File: src/rtl/instr_fetch.sv
// instr_fetch: RV32I instruction-fetch stage. Owns the PC, fetches words over a
// req/ack handshake, and fills the IF/ID register for decode. It honours decode
// back-pressure and execute redirects. A redirect that lands while a fetch is
// still in flight lets that fetch complete and then discards its data.
// Optional feature macro: FETCH_MISALIGN_TRAP_EN. When it is defined, a
// misaligned redirect halts fetching and pulses fetch_misaligned.
module instr_fetch #(
  parameter logic [31:0] RESET_PC = 32'h0000_0000
) (
  input  logic        clk,
  input  logic        rst_n,
  output logic        imem_req,
  output logic [31:0] imem_addr,
  input  logic        imem_ack,
  input  logic [31:0] imem_rdata,
  input  logic        redirect_valid,
  input  logic [31:0] redirect_pc,
  input  logic        id_stall,
  output logic        IFID_valid,
  output logic [31:0] IFID_instr,
  output logic [31:0] IFID_pc
`ifdef FETCH_MISALIGN_TRAP_EN
  ,
  output logic        fetch_misaligned
`endif
);

  typedef enum logic [1:0] {
    S_FETCH,
    S_HOLD,
    S_DROP
  } state_t;

  state_t      state;
  logic [31:0] pc;
  logic [31:0] hold_instr;
  logic [31:0] hold_pc;
  logic [31:0] drop_addr;
  logic        req_q;
  logic        halted;

  logic        slot_free;
  logic        accept;
  logic        pending;
  logic        misaligned;
  logic [31:0] target;

  assign slot_free = !IFID_valid || !id_stall;
  assign accept    = imem_req && imem_ack;
  assign pending   = imem_req && !imem_ack;

  // The request is registered so that a stall arriving mid-cycle cannot
  // retract it. The reset gate makes the request drop at once while reset is
  // held, and lets it rise in the first cycle after release.
  assign imem_req  = rst_n && req_q;
  assign imem_addr = (state == S_DROP) ? drop_addr : {pc[31:2], 2'b00};

`ifdef FETCH_MISALIGN_TRAP_EN
  assign target     = redirect_pc;
  assign misaligned = |redirect_pc[1:0];

  // One-cycle trap pulse for each misaligned redirect.
  always_ff @(posedge clk or negedge rst_n) begin
    if (!rst_n) fetch_misaligned <= 1'b0;
    else        fetch_misaligned <= redirect_valid && misaligned;
  end
`else
  assign target     = redirect_pc & 32'hFFFF_FFFC;
  assign misaligned = 1'b0;
`endif

  // Fetch FSM: PC, request, hold buffer and the IF/ID register. Redirect wins over everything.
  always_ff @(posedge clk or negedge rst_n) begin
    if (!rst_n) begin
      state      <= S_FETCH;
      pc         <= RESET_PC;
      req_q      <= 1'b1;
      halted     <= 1'b0;
      IFID_valid <= 1'b0;
      IFID_instr <= 32'h0000_0013;
      IFID_pc    <= '0;
      hold_instr <= '0;
      hold_pc    <= '0;
      drop_addr  <= '0;
    end else if (redirect_valid) begin
      IFID_valid <= 1'b0;
      pc         <= target;
      halted     <= misaligned;
      if (pending) begin
        // The in-flight fetch must stay on the bus until acked, so its address is frozen here.
        state     <= S_DROP;
        drop_addr <= imem_addr;
        req_q     <= 1'b1;
      end else begin
        state <= S_FETCH;
        req_q <= !misaligned;
      end
    end else begin
      case (state)
        S_FETCH: begin
          if (accept) begin
            pc <= imem_addr + 32'd4;
            if (slot_free) begin
              IFID_valid <= 1'b1;
              IFID_instr <= imem_rdata;
              IFID_pc    <= imem_addr;
              req_q      <= 1'b1;
            end else begin
              hold_instr <= imem_rdata;
              hold_pc    <= imem_addr;
              state      <= S_HOLD;
              req_q      <= 1'b0;
            end
          end else begin
            if (slot_free) IFID_valid <= 1'b0;
            req_q <= pending || (slot_free && !halted);
          end
        end
        S_HOLD: begin
          if (!id_stall) begin
            IFID_valid <= 1'b1;
            IFID_instr <= hold_instr;
            IFID_pc    <= hold_pc;
            state      <= S_FETCH;
            req_q      <= !halted;
          end
        end
        S_DROP: begin
          if (accept) begin
            state <= S_FETCH;
            req_q <= !halted;
          end
        end
        default: state <= S_FETCH;
      endcase
    end
  end

endmodule

File: config.mk
export PLATFORM = sky130hd
export DESIGN_NAME = instr_fetch
export DESIGN_NICKNAME = d
export VERILOG_FILES = /design/src/rtl/instr_fetch.sv
export SDC_FILE = /design/constraint.sdc
export NUM_CORES = 1
export LEC_CHECK = 0
export ABC_AREA = 1
export CORE_ASPECT_RATIO = 1.4
export CORE_MARGIN = 1.5
export CORE_UTILIZATION = 50
export CTS_BUF_LIST = sky130_fd_sc_hd__clkbuf_2 sky130_fd_sc_hd__clkbuf_4 sky130_fd_sc_hd__clkbuf_8
export DETAILED_ROUTE_END_ITERATION = 8
export GPL_ROUTABILITY_DRIVEN = 0
export GPL_TIMING_DRIVEN = 1
export HOLD_SLACK_MARGIN = 0.15
export PLACE_DENSITY = 0.78
export SYNTH_ARGS = -nofsm -noshare
export SYNTH_HDL_FRONTEND = slang
export SYNTH_SLANG_ARGS = --single-unit
File: constraint.sdc
create_clock -name clk -period 2.05 [get_ports clk]
set_input_delay 0.41 -clock clk [delete_from_list [all_inputs] [get_ports clk]]
set_output_delay 0.41 -clock clk [all_outputs]
set_load 0.05 [all_outputs]
==> reports/metrics.yaml <==
timing:
  fmax_mhz: 408
  clock_skew_ns: 0.0139
  final.period_utilization: 1.20
  drv_slew: 0
  hold_viol_final: 0
  rsz0062_at_grt: "yes"
  worst_slack_ns: -0.402
  post-route-min-period_ns: 2.45
  timing.slew.headroom: 0.424
  finalSetupViolations: 60
  tightest_slew_ns: 0.864
global_routing:
  antenna_found_initial: 0
  grt_pass1_wl_microns: 49800
  overflow: 0
  track_usage: 0.315
  grt_max_degree: 158
  grt_pass1_vias: 9919
final_layout:
  fill_cells: 1223
  post-route-cell-area_sq_um: 14200
  drive_gt1_frac: 0.251
  multi_input_area_sq_um: 4620
  n_antenna_cell: 0
  regArea_sq_um: 4860
  fin_nets: 1623
  area_growth_pct: 48.1
  most-common-layout-cells: "nand2_1, dfrtp_1, buf_4"
  final_common_cell: "nand2_1"
die:
  coreArea_sq_um: 18700
  pin_count: 167
  initial_core_util: 0.514
  dieHeight_microns: 167
  dieArea_sq_um: 20100
  die_w_microns: 120
  rows: 59
drt:
  drc: 0
  wl_microns: 33900
  drt-pass1-iter-count: 7
  ant_nets: 0
  num_vias: 10300
  wl_per_cell_microns: 18.8
  drtIter0Drc: 1251
  routed_via_density: 5.70
power_and_ir_drop:
  powerDensity_nw_per_um2: 1080
  seq_power_share: 0.349
  peakVddDrop_v: 0.000648
  p_leak_nw: 6.82
  power_mw: 15.4
  intPower_mw: 8.69
  swShare: 0.435
  p_sw_mw: 6.68
  p_clk_frac: 0.177
  comb_power_share: 0.474
flow_run:
  drv_cap: 0
outcome:
  violations: "setup timing"
  status: "complete, but fails checks"
synth:
  postSynth.asyncResetShare: 1.00
  syn_avg_cell_area_sq_um: 7.70
  yosys_warnings: 0
  synth_edf_count: 0
  synth_ff_type: "dfrtp_1"
  synthesis.area_sq_um: 9610
  synth.distinct_cells: 39
  postSynthCellCount: 1248
  ys_ff_latch: 194
  seq_area_frac_synth: 0.506
  synth_fp_nets: 1321
setup_path:
  worst-path-buf-inv: 5
  crit_family: "simple AND/OR/NAND/NOR gates"
  critical_path.endpoint_type: "register"
  critical-path-max-stage-delay_ns: 0.40
  crit_chain: "inv_2 -> ha_4 -> buf_6 -> buf_12 -> buf_6 -> nand2_4 -> o21ai_4 -> buf_4 -> nand2_1 -> nor2_4 -> nand2_4 -> nor2_4 -> nand3_1 -> nand3_1 -> nand3_1"
  crit_arrival_ns: 2.82
  start_kind: "register"
  critPathRequiredTime_ns: 2.42
  cp_max_fo: 7
  path_class: "register to register"
  crit_slowest_cell: "dfrtp_1"
  timing.critical_path.mode_cell: "nand3_1"
placed_design:
  hpwl_microns: 20000
  placed_area_sq_um: 12500
  io_buffers: 164
cts:
  cts_root_buffer: "clkbuf_8"
  cts_tree: "built"
  clock_sinks: 194
  clk_pin_slew_ns: 0.10
  h-tree-depth: 4
  cts_made_buffers: 17
  worstSkewPairLatency_ns: 0.49
  clock_tree.buffer_depth: 2
worst_hold_path:
  hp-class: "primary input to register"
[repair_timing]
item	in CTS	in global routing
pin swaps	33	19
hold endpoints to repair	37	0
cloned	2	7
resized for setup	175	44
hold buffers	1	0
buffers inserted	50	22
endpoints found under the setup margin	103	119
[power by group through the flow]
stage	Clock, mW	Sequential (mW)	Combinational (mW)
floorplan	0	7.05	2.28
global placement	0	5.33	6.47
detailed placement	0	5.39	6.59
CTS	2.74	5.32	6.89
global route	2.94	5.46	7.65
finish	2.73	5.36	7.29
[synthesized netlist by cell type (4+ instances only)]
cell      instances  area (sq um)
inv_1            79           297
nor2_2           10          62.6
a31oi_1          67           419
clkbuf_1         39           146
nand3_1          50           250
o21ai_2           9          78.8
ha_1              4          50.1
dfrtp_1         190          4750
dfstp_2           4           105
o21ai_1           7          35.0
a21oi_1           4          20.0
buf_2            21           105
nand2_2          26           163
o221ai_1          4          35.0
nor2_1          118           443
o21ai_4           4          65.1
buf_6             4          45.0
o21ai_0          77           385
nand2_1         495          1860
[routing by layer]
| metal | routed length [microns] | vias up | track usage | share of wire |
|---|---|---|---|---|
| met4 | 2110 | 0 | 0.184 | 0.062 |
| met2 | 16700 | 666 | 0.523 | 0.49 |
| met1 | 12400 | 4849 | 0.382 | 0.37 |
| met3 | 2710 | 193 | 0.0572 | 0.080 |
| li1 | - | 4590 | - | - |
| met5 | 0 | - | 0 | 0 |
[worst paths after layout]
check / to / slack [ns] / start / cells past startpoint
min in group asynchronous: drop_addr[10] / 0.58 / rst_n / 3
min reg2reg: hold_instr[20] / 0.48 / hold_instr[20] / 2
max in group asynchronous: pc[30] / 0.73 / rst_n / 3
min: hold_instr[7] / 0.48 / imem_rdata[7] / 3
max reg2reg: pc[27] / -0.40 / state[0] / 15
max: pc[27] / -0.40 / state[0] / 15
[logic make-up after synthesis]
kind of cell | Yosys count | share of synthesized area
flops | 194 | 0.506
mux | 1 | 0.00117
buf+inv | 150 | 0.0673
fa+ha+maj | 4 | 0.00521
xor+xnor | 3 | 0.00274
simple gates | 711 | 0.299
compound gates | 185 | 0.119
[registers in the layout, summed over array words and instances (netlist names)]
register	cells
IFID_instr	32
IFID_valid	1
hold_pc	32
hold_instr	32
state	2
IFID_pc	32
drop_addr	32
pc	30
req_q	1
[final cells by class]
class / instances / share of cell area
Timing Repair Buffer: 349 / 0.259
Tap cell: 244 / 0.0215
Clock buffer: 19 / 0.0179
Inverter: 84 / 0.0230
Clock inverter: 13 / 0.0122
Sequential cell: 194 / 0.342
Multi-Input combinational cell: 904 / 0.325
[worst reg2reg max path, cell delays in order, from the launching register on]
cell,delay [ns]
dfrtp_1,0.40
inv_2,0.09
ha_4,0.20
buf_6,0.17
buf_12,0.15
buf_6,0.11
nand2_4,0.05
o21ai_4,0.06
buf_4,0.15
nand2_1,0.13
nor2_4,0.20
nand2_4,0.12
nor2_4,0.18
nand3_1,0.11
nand3_1,0.13
nand3_1,0.09
[metrics by stage]
stage               std cells   util  setup slack [ns]  hold slack, ns  TNS, ns
floorplan                1248      -           -0.0683           0.114   -0.533
global placement         1701  0.671           -0.0710           0.459   -0.162
detailed placement       1701  0.671            -0.104           0.465   -0.945
CTS                      1783  0.737            -0.303           0.478   -11.33
global route             1807  0.762            -0.435           0.467   -20.82
finish                   1807  0.762            -0.402           0.477   -15.44
(Power assumes the default switching activity.)
